$ cat config.mk
export PLATFORM = sky130hd
export DESIGN_NAME = instr_fetch
export DESIGN_NICKNAME = d
export VERILOG_FILES = /design/src/rtl/instr_fetch.sv
export SDC_FILE = /design/constraint.sdc
export NUM_CORES = 1
export LEC_CHECK = 0
export BUFFER_PORTS_ARGS = -buffer_cell sky130_fd_sc_hd__buf_2
export CORE_MARGIN = 3
export CORE_UTILIZATION = 50
export CTS_CLUSTER_SIZE = 16
export DETAILED_ROUTE_END_ITERATION = 8
export PLACE_DENSITY = 0.76
export SLEW_MARGIN = 15
export SYNTH_ARGS = -nofsm -noshare
export SYNTH_HDL_FRONTEND = slang
export SYNTH_SLANG_ARGS = --single-unit
$ cat constraint.sdc
create_clock -name clk -period 4.2 [get_ports clk]
set_input_delay 0.63 -clock clk [delete_from_list [all_inputs] [get_ports clk]]
set_output_delay 0.63 -clock clk [all_outputs]
set_load 0.05 [all_outputs]
$ cat src/rtl/instr_fetch.sv
// Instruction-fetch stage: holds the PC, runs the req/ack handshake with
// instruction memory and presents the fetched word. Option: FETCH_STALL_CNT_EN.
module instr_fetch #(
    parameter int unsigned          ADDR_W   = 32,
    parameter logic [ADDR_W-1:0]    RESET_PC = '0
) (
    input  logic              clk,
    input  logic              rst,
    output logic              imem_req,
    output logic [ADDR_W-1:0] imem_addr,
    input  logic [31:0]       imem_rdata,
    input  logic              imem_ack,
    input  logic              consume,
    input  logic              branch,
    input  logic              alu_zero,
    input  logic [31:0]       branch_offset,
    output logic              instr_valid,
    output logic [31:0]       instr,
    output logic [5:0]        opcode,
    output logic [ADDR_W-1:0] pc,
`ifdef FETCH_STALL_CNT_EN
    output logic [31:0]       stall_cnt,
`endif
    output logic [ADDR_W-1:0] pc_plus4
);

    typedef enum logic [1:0] {
        IDLE  = 2'd0,
        FETCH = 2'd1,
        ISSUE = 2'd2
    } state_e;

    state_e            state_q;
    logic              req_q;
    logic              valid_q;
    logic [ADDR_W-1:0] addr_q;
    logic [ADDR_W-1:0] pc_q;
    logic [31:0]       instr_q;

    logic [ADDR_W-1:0] pc4_d;
    logic [ADDR_W-1:0] off_d;
    logic [ADDR_W-1:0] next_pc_d;

    // Offset is in words; shift to bytes, wrap silently at ADDR_W.
    assign pc4_d     = pc_q + ADDR_W'(4);
    assign off_d     = ADDR_W'({branch_offset, 2'b00});
    assign next_pc_d = (branch && alu_zero) ? (pc4_d + off_d) : pc4_d;

    always_ff @(posedge clk) begin
        if (rst) begin
            state_q <= IDLE;
            req_q   <= 1'b0;
            valid_q <= 1'b0;
            addr_q  <= RESET_PC;
            pc_q    <= RESET_PC;
            instr_q <= '0;
        end else begin
            unique case (state_q)
                IDLE: begin
                    req_q   <= 1'b1;
                    addr_q  <= pc_q;
                    state_q <= FETCH;
                end
                FETCH: begin
                    if (imem_ack) begin
                        instr_q <= imem_rdata;
                        valid_q <= 1'b1;
                        req_q   <= 1'b0;
                        state_q <= ISSUE;
                    end
                end
                ISSUE: begin
                    if (consume) begin
                        valid_q <= 1'b0;
                        pc_q    <= next_pc_d;
                        addr_q  <= next_pc_d;
                        req_q   <= 1'b1;
                        state_q <= FETCH;
                    end
                end
                default: begin
                    req_q   <= 1'b0;
                    valid_q <= 1'b0;
                    state_q <= IDLE;
                end
            endcase
        end
    end

`ifdef FETCH_STALL_CNT_EN
    logic [31:0] stall_q;

    always_ff @(posedge clk) begin
        if (rst) begin
            stall_q <= '0;
        end else if (state_q == FETCH && !imem_ack && stall_q != 32'hFFFF_FFFF) begin
            stall_q <= stall_q + 32'd1;
        end
    end

    assign stall_cnt = stall_q;
`endif

    assign imem_req    = req_q;
    assign imem_addr   = addr_q;
    assign instr_valid = valid_q;
    assign instr       = instr_q;
    assign opcode      = instr_q[31:26];
    assign pc          = pc_q;
    assign pc_plus4    = pc4_d;

endmodule

**Yosys cells after proc, flatten, opt, wreduce, memory -nomap -nowiden**

Index checks and enable logic that the tools add are counted.

- $add $sub $neg: 2
- Multipliers: 0
- Div/mod/pow operators: 0
- Order comparisons: 0
- Equal/unequal tests: 4
- Shifts and indexed selects: 0
- Mux-type cells: 12
- Bitwise operators: 1
- Reductions and logical operators: 8

Operator list:

| kind | number |
|---|---|
| $mux 32 | 2 |
| $pmux 32 s2 | 1 |
| $add 32x3->32 const B | 1 |
| $add 32x32->32 | 1 |
| $reduce_and 2->1 | 4 |
| $pmux 1 s3 | 2 |
| $pmux 2 s3 | 1 |
| $mux 1 | 4 |
| $mux 2 | 2 |
| $ne 2x2->1 const B | 2 |
| $reduce_and 3->1 | 1 |
| $eq 2x1->1 const B | 1 |
| $eq 2x2->1 const B | 1 |
| $logic_not 2->1 | 1 |
| $reduce_bool 2->1 | 1 |
| $logic_and 1x1->1 | 1 |
| $not 1->1 | 1 |

- Flip-flop bits (word level): 100
- Latch bits: 0
- RAM bits: 0
- Bits in read-only memories: 0
- Input port bits: 70
- Output and inout bits: 136
- Word-level logic and storage cells: 33
- Memories kept: 0

**Logic depth before layout (Yosys ltp)**

Gate-level depths: netlist (run 1).

- Word-level depth: 5
- Depth in mapped cells: 18
- Gate-level depth less buffers: 17

**Least setup slack after synthesis (run 1)**

No wires, ideal clock.

- Kind: register -> register
- Start: register pc_q[2] (netlist: pc[2])
- End: register pc_q[31] (netlist: pc[31])
- Setup time: 0.122 ns
- Arrival: 4.720 ns
- Setup slack: -0.642 ns
- Stages on the path, launching flop included: 16
- Buffers on the path: 0
- Cell sequence: dfxtp_1 > ha_1 > nand3_1 > nor2_2 > nand2_2 > nor4_1 > and3_1 > xor2_1 > ha_1 > and3_1 > a221o_1 > a21oi_1 > o31ai_4 > xor2_2 > nor4_1 > a311o_1

- Cells in the longest elaborated chain, start to end: 3

Ends and longest elaborated chain:

| what | line | RTL |
|---|---|---|
| from (decl) | 37 | `logic [ADDR_W-1:0] pc_q;` |
| from (signal assigned) | 75 | `pc_q <= next_pc_d;` |
| $add 32x3->32 | 45 | `assign pc4_d = pc_q + ADDR_W'(4);` |
| via pc_plus4[28] | 24 | `output logic [ADDR_W-1:0] pc_plus4` |
| $add 32x32->32 | 47 | `assign next_pc_d = (branch && alu_zero) ? (pc4_d + off_d) : pc4_d;` |
| $mux 32 | 47 |  |

The timed path passes the listed nets, and every way through them passes these cells.
A chain may end at the register's enable or synchronous reset.

**Worst setup path in the final report (run 1)**

- Start: register pc_q[3] (netlist: pc[3])
- End: register pc_q[31] (netlist: pc[31])

- Cells in the longest elaborated chain, start to end: 3

Ends and longest elaborated chain:

| what | line |
|---|---|
| $add 32x3->32 (*) | 45 |
| $add 32x32->32 | 47 |
| $mux 32 (*) | 47 |

Mark *: on every way between the ends. The rest lies on a longest branch, timed or not.

==> summary.txt, run 1 <==
Logic synthesis
  • Synth Instances: 800
  • Asr flop ratio synth: 0%
  • Syn Area/Cell: slightly below 8 um^2
  • Most used DFF post-synth: dfxtp_1
  • Area share of the largest cell type after synthesis: between 30% and 40%
  • Area contributors post-synth: dfxtp_1, nand2_1, ha_1, a21oi_1, nor2_1
  • Post-synth EDFFs: 0
  • Yosys warns: 0
  • Register area share after synthesis: between 30% and 40%
  • Synth unique cells: 71
  • Cell Area, Synth: just over 0.006 mm^2
  • Post-synth top area cell: dfxtp_1
  • Synthesized flop and latch total: between 90 and 100

STA
  • Final Skew: between 0.005 and 0.006 ns
  • Least-Margin Pin Slew: ~0.85 ns
  • Final Hold Fails: 0
  • Period utilisation layout: a little over nine tenths
  • Hold slack: between 0.4 and 0.5 ns
  • Slew Limit Fails: 0
  • Final Setup Violations: 0
  • Post-layout min period: ~4 ns
  • Setup ws final: about 0.20 ns
  • Fmax: around 250 MHz
  • Max-slew headroom: between 40% and 50%

Critical path
  • Required time worst endpoint: roughly 4.4 ns
  • CP Launch Type: flip-flop
  • Critical Path Sink Type: flip-flop
  • Slowest stage cell, crit path: dfxtp_2
  • Crit path cell chain: ha_1 -> nand3_1 -> nor2_2 -> nand2_2 -> nor4_4 -> buf_4 -> xor2_4 -> ha_1 -> a21o_1 -> o21bai_1 -> a221o_1 -> a21oi_1 -> o31ai_4 -> xor2_2 -> buf_4 -> a311o_1
  • Crit path arrival time: between 4 and 5 ns
  • Max incr delay on CP: 0.37 ns
  • Worst Path Max Fanout: 6
  • Crit path kind: reg -> reg

Place
  • Placer Congestion: roughly 0.9
  • I/O Buffers: between 150 and 200
  • DP Worst Slack: roughly 0.17 ns
  • Post-DP HPWL: approximately 15 mm
  • Dpl cells: 1134

Floorplan
  • Row cnt: 39
  • CORE AREA: approximately 0.012 mm^2
  • Die H: 117 um
  • Die area: approximately 0.014 mm^2
  • IO Pins: roughly 210
  • Die Width: 117 um
  • Starting Density: between 50% and 60%

Cells and area
  • Area Overhead vs Synth: 26.7%
  • Fillers: 1035
  • Most frequent cells in the layout: buf_2, nand2_1, dfxtp_1
  • Final nets: between 1000 and 1500
  • Non-Filler Instances: 1152
  • Final core occ: 66.6%
  • # diodes: 0
  • Commonest non-fill, non-tap cell in the layout: buf_2
  • Layout cell share with drive strength beyond 1: a little under a third

Routing
  • DRT Pass-1 Iters: 5
  • Initial drt markers: 622
  • Vias per cell: ~5.6
  • Routed Wire Length: 19.8 mm
  • Post-route DRC: 0
  • Post-route ant nets: 0
  • Total number of vias: roughly 6500
  • Routed WL per cell: roughly 17 um

CTS
  • Clock Tree Root: clkbuf_16
  • CTS Sinks: 95
  • H-tree levels: 3
  • CTS tree: done
  • Clock Pin Slew Worst Setup and Hold Paths: 0.07 ns
  • Bufs on Longest Clock Path: 2
  • CTS buffer count: 9
  • Clock Latency Late Sink: 0.35 ns

GRT
  • Initial antenna violation count: 0
  • Vias in the first global route: 5848
  • Largest net degree at the start of global routing: 75
  • Total track usage: approximately 28%
  • First-pass GRT wire length: about 30 mm
  • Grt total ovfl: 0

Power
  • Worst vdd ir: 0.000207 V
  • PwrDens: between 300 and 400 mW/mm^2
  • Leak: 3.71 nW

Run status
  • Run status: finished clean

Min path
  • Tightest Hold Check Type: reg -> reg

Run
  • Total of max-cap violations: 0
==> kinds of logic (layout without fill, tap and decap cells) <==
| logic type | count (synthesis) | count (layout) | synth area share (%) |
|---|---|---|---|
| AO/OA/AOI/OAI | 234 | 234 | 25.7 |
| XOR/XNOR | 55 | 55 | 7.91 |
| adder cells (fa/ha/maj) | 37 | 37 | 7.61 |
| buffers and inverters | 72 | 255 | 5.36 |
| flip-flops | 95 | 95 | 30.8 |
| multiplexers | 6 | 6 | 0.971 |
| other | 1 | 6 | 0.0606 |
| AND/OR/NAND/NOR | 300 | 300 | 21.6 |
==> path summary, 6_finish.rpt <==
path                               startpoint  slack [ns]  cells past startpoint       endpoint
worst min register to register  imem_addr[21]        0.44                      2  imem_addr[21]
worst max-delay path                    pc[3]        0.20                     16         pc[31]
worst min-delay path            imem_addr[21]        0.44                      2  imem_addr[21]
worst max register to register          pc[3]        0.20                     16         pc[31]
==> flip-flops by register name (all words and copies together) (netlist names) <==
name and flops:
instr 32, imem_addr 30, instr_valid 1, pc 30, state_q 2
==> area by class of cell <==
type                    count  area, um^2  share of cell area [%]
multi-input cells         638        4190                    53.5
inverters                  16        60.1                   0.766
flip-flops and latches     95        1910                    24.4
clock buffers              10         229                    2.92
well taps                 164         205                    2.62
clock inverters             6        53.8                   0.686
repair buffers            223        1180                    15.1
==> report_power, final <==
part | internal [mW] | switching, mW | leakage, nW | total [mW]
Clock | 0.413 | 0.388 | 0.129 | 0.801
Combinational | 0.170 | 0.417 | 2.80 | 0.587
Sequential | 0.941 | 0.0348 | 0.778 | 0.976
Total | 1.52 | 0.840 | 3.71 | 2.36
==> synthesized netlist by cell type, drive strengths merged, types with 12 or more instances <==
library cell / instances
xor2: 23
o221ai: 13
inv: 15
nand2: 131
nand3: 19
dfxtp: 95
a21o: 16
buf: 23
o21ai: 28
nor3: 25
ha: 36
clkbuf: 33
a211oi: 20
xnor2: 32
a21oi: 86
nor2: 81
and3: 12
==> through the flow <==
stage,area [um^2],power [mW],TNS (ns)
floorplan,6420,1.43,0
global placement,7520,1.57,0
detailed placement,7520,1.58,0
CTS,7810,2.36,0
global route,7840,2.44,-0.00608
finish,7840,2.36,0
==> timing repair <==
item | 4_1_cts | 5_1_grt
hold buffers | 0 | 0
buffers inserted | 0 | 2
endpoints found under the setup margin | 0 | 5
gates resized for setup | 0 | 4
==> routing by layer <==
| layer | track usage, % | vias to the layer above | part of all wire [%] |
|---|---|---|---|
| li1 | - | 3220 | - |
| met1 | 39.0 | 2970 | 44 |
| met2 | 43.7 | 268 | 46 |
| met3 | 3.75 | 39 | 7.4 |
| met4 | 9.25 | 0 | 2.3 |
| met5 | 0 | - | 0 |
==> worst max-delay path: cells and delay by family, from the launching register on <==
kind	cells	cell delay (ns)
and+or+nand+nor	4	0.81
AOI/OAI and AO/OA	6	1.41
buffers and inverters	2	0.34
adders and majority gates	2	0.54
DFF	1	0.37
xor gates and xnor gates	2	0.40
Power figures use the tool's default switching activity.
==> run 2: changes to the inputs <==
Settings changed: ABC_CLOCK_PERIOD_IN_PS from default to 4200, CTS_BUF_LIST from default to sky130_fd_sc_hd__clkbuf_4 sky130_fd_sc_hd__clkbuf_8.
==> summary.txt, run 2 (same netlist as run 1, synthesis figures left out) <==
Run status
  • Run status: finished clean

Routing
  • Post-route DRC: 0 (unchanged)
  • Initial drt markers: 652 (+4.8%)
  • Vias per cell: 5.65 (+0.13%)
  • DRT Pass-1 Iters: 5 (unchanged)
  • Post-route ant nets: 0 (unchanged)
  • Total number of vias: 6494 (-0.046%)
  • Routed Wire Length: 19.7 mm (-0.53%)
  • Routed WL per cell: 17.1 um (-0.36%)

Power
  • Leak: 3.66 nW (-1.4%)
  • PwrDens: 279 mW/mm^2 (-7.6%)
  • Worst vdd ir: 0.000174 V (-16%)

STA
  • Final Skew: 0.00905 ns (+0.00379 ns)
  • Setup TNS: 0 ns (unchanged)
  • Final Hold Fails: 0 (unchanged)
  • Slew Limit Fails: 0 (unchanged)
  • Least-Margin Pin Slew: 0.847 ns (-0.00142 ns)
  • Fmax: 252 MHz (+0.77%)
  • Post-layout min period: 3.97 ns (-0.0304 ns)
  • Final Setup Violations: 0 (unchanged)
  • Max-slew headroom: 43.5% (+0.094 points)
  • Unrepaired setup endpoints after global routing: false
  • Period utilisation layout: 94.6% (-0.72 points)
  • Hold slack: 0.441 ns (+0.00467 ns)

Place
  • I/O Buffers: 197 (unchanged)
  • Placer Congestion: 0.918 (unchanged)
  • Post-DP HPWL: 14.9 mm (unchanged)

Floorplan
  • Die area: 0.0137 mm^2 (unchanged)
  • Die Width: 117 um (unchanged)
  • Starting Density: 52.6% (unchanged)
  • CORE AREA: 0.0118 mm^2 (unchanged)
  • Die H: 117 um (unchanged)
  • IO Pins: 206 (unchanged)
  • Row cnt: 39 (unchanged)

Critical path
  • Crit path arrival time: 4.24 ns (about the same)
  • RR Endpoint: pc[31]
  • Required time worst endpoint: 4.47 ns (+0.03 ns)
  • Worst R2R Path Depth: 16 (unchanged)
  • Crit path kind: reg -> reg
  • CP Launch Type: flip-flop
  • Reg2reg setup slack: 0.23 ns (+0.03 ns)
  • Worst Path Max Fanout: 6 (unchanged)
  • Critical Path Sink Type: flip-flop
  • R2R Path Start: pc[3]
  • Origin of the worst setup path: pc[3]

GRT
  • Grt total ovfl: 0 (unchanged)
  • First-pass GRT wire length: 29.9 mm (-0.59%)
  • Largest net degree at the start of global routing: 75 (unchanged)
  • Total track usage: 27.5% (-0.18 points)
  • Initial antenna violation count: 0 (unchanged)
  • Vias in the first global route: 5844 (-0.068%)

Run
  • Total of max-cap violations: 0 (unchanged)

Min path
  • Hold_sp: imem_addr[21]
  • Worst hold endpoint: imem_addr[21]
  • Tightest Hold Check Type: reg -> reg
  • Worst hold stages: 2 (unchanged)

CTS
  • Clock Latency Late Sink: 0.37 ns (+0.02 ns)
  • Clock Tree Root: clkbuf_8
  • Clock Pin Slew Worst Setup and Hold Paths: 0.10 ns (+0.03 ns)
  • Bufs on Longest Clock Path: 2 (unchanged)
  • Post-CTS Repair Setup Buffers: 0 (unchanged)
  • H-tree levels: 3 (unchanged)
  • Cts repair resizes: 0 (unchanged)
  • CTS buffer count: 9 (unchanged)
  • Cts hold-fix bufs: 0 (unchanged)
  • CTS Sinks: 95 (unchanged)
  • CTS tree: done

Cells and area
  • Layout cell share with drive strength beyond 1: 30.2% (-0.040 points)
  • Most frequent cells in the layout: buf_2, nand2_1, dfxtp_1
  • Area Overhead vs Synth: 25.0%
  • Commonest non-fill, non-tap cell in the layout: buf_2
  • Largest register FFs: 32 (unchanged)
  • # diodes: 0 (unchanged)
  • Final nets: 1088 (-0.18%)
==> run 2: changes by cell type in the layout (fill, tap and decap cells not counted) <==
cell,change
a21oi_2,-1
buf_4,-2
clkbuf_8,+9
a21oi_4,+1
clkbuf_4,+1
clkbuf_1,-1
clkbuf_16,-9
==> run 2: metrics by stage <==
step	cells	area, um^2	setup slack (ns)	power (mW)	util, %
2_1_floorplan	805	6420	0.00791	1.43	-
3_3_place_gp	1134	7520	0.232	1.57	64.0
3_5_place_dp	1134	7520	0.166	1.58	64.0
4_1_cts	1150	7710	0.104	2.15	65.5
5_1_grt	1150	7730	0.000571	2.24	65.8
6_report	1150	7730	0.227	2.16	65.8
==> run 2: worst max-delay path, stage by stage, from the launching register on <==
cell and delay, ns:
dfxtp_2 0.39, ha_1 0.22, nand3_1 0.15, nor2_2 0.15, nand2_2 0.15, nor4_4 0.36
buf_4 0.19, xor2_4 0.19, ha_1 0.33, a21o_1 0.20, o21bai_1 0.18, a221o_1 0.35
a21oi_1 0.23, o31ai_4 0.13, xor2_2 0.22, nor4_1 0.08, a311o_1 0.35
==> run 2: layout make-up <==
| cell class | instances | area, um^2 |
|---|---|---|
| multi-input cells | 638 | 4200 |
| fillers | 1052 | 4030 |
| flip-flops and latches | 95 | 1910 |
| repair buffers | 221 | 1170 |
| well taps | 164 | 205 |
| clock buffers | 10 | 131 |
| inverters | 16 | 60.1 |
| clock inverters | 6 | 53.8 |
==> run 2: routing by layer <==
metal  track usage (%)  vias to the layer above  wire length (um)
li1                  -                     3211                 -
met1              38.8                     3003              8880
met2              43.2                      248              9110
met3              3.91                       32              1300
met4              9.02                        0               367
met5                 0                        -                 0
==> run 2: worst max path at each step <==
stage	slack [ns]	endpoint
5_1_grt	0.0006	pc[31]
2_1_floorplan	0.008	pc[31]
3_5_place_dp	0.17	pc[31]
4_1_cts	0.10	pc[31]
3_3_place_gp	0.23	pc[31]
6_report	0.23	pc[31]
==> run 2: report_power, final <==
| part | leakage [nW] | internal (mW) | switching, mW |
|---|---|---|---|
| Clock | 0.0864 | 0.233 | 0.360 |
| Combinational | 2.79 | 0.169 | 0.417 |
| Sequential | 0.778 | 0.941 | 0.0348 |
| Total | 3.66 | 1.34 | 0.812 |
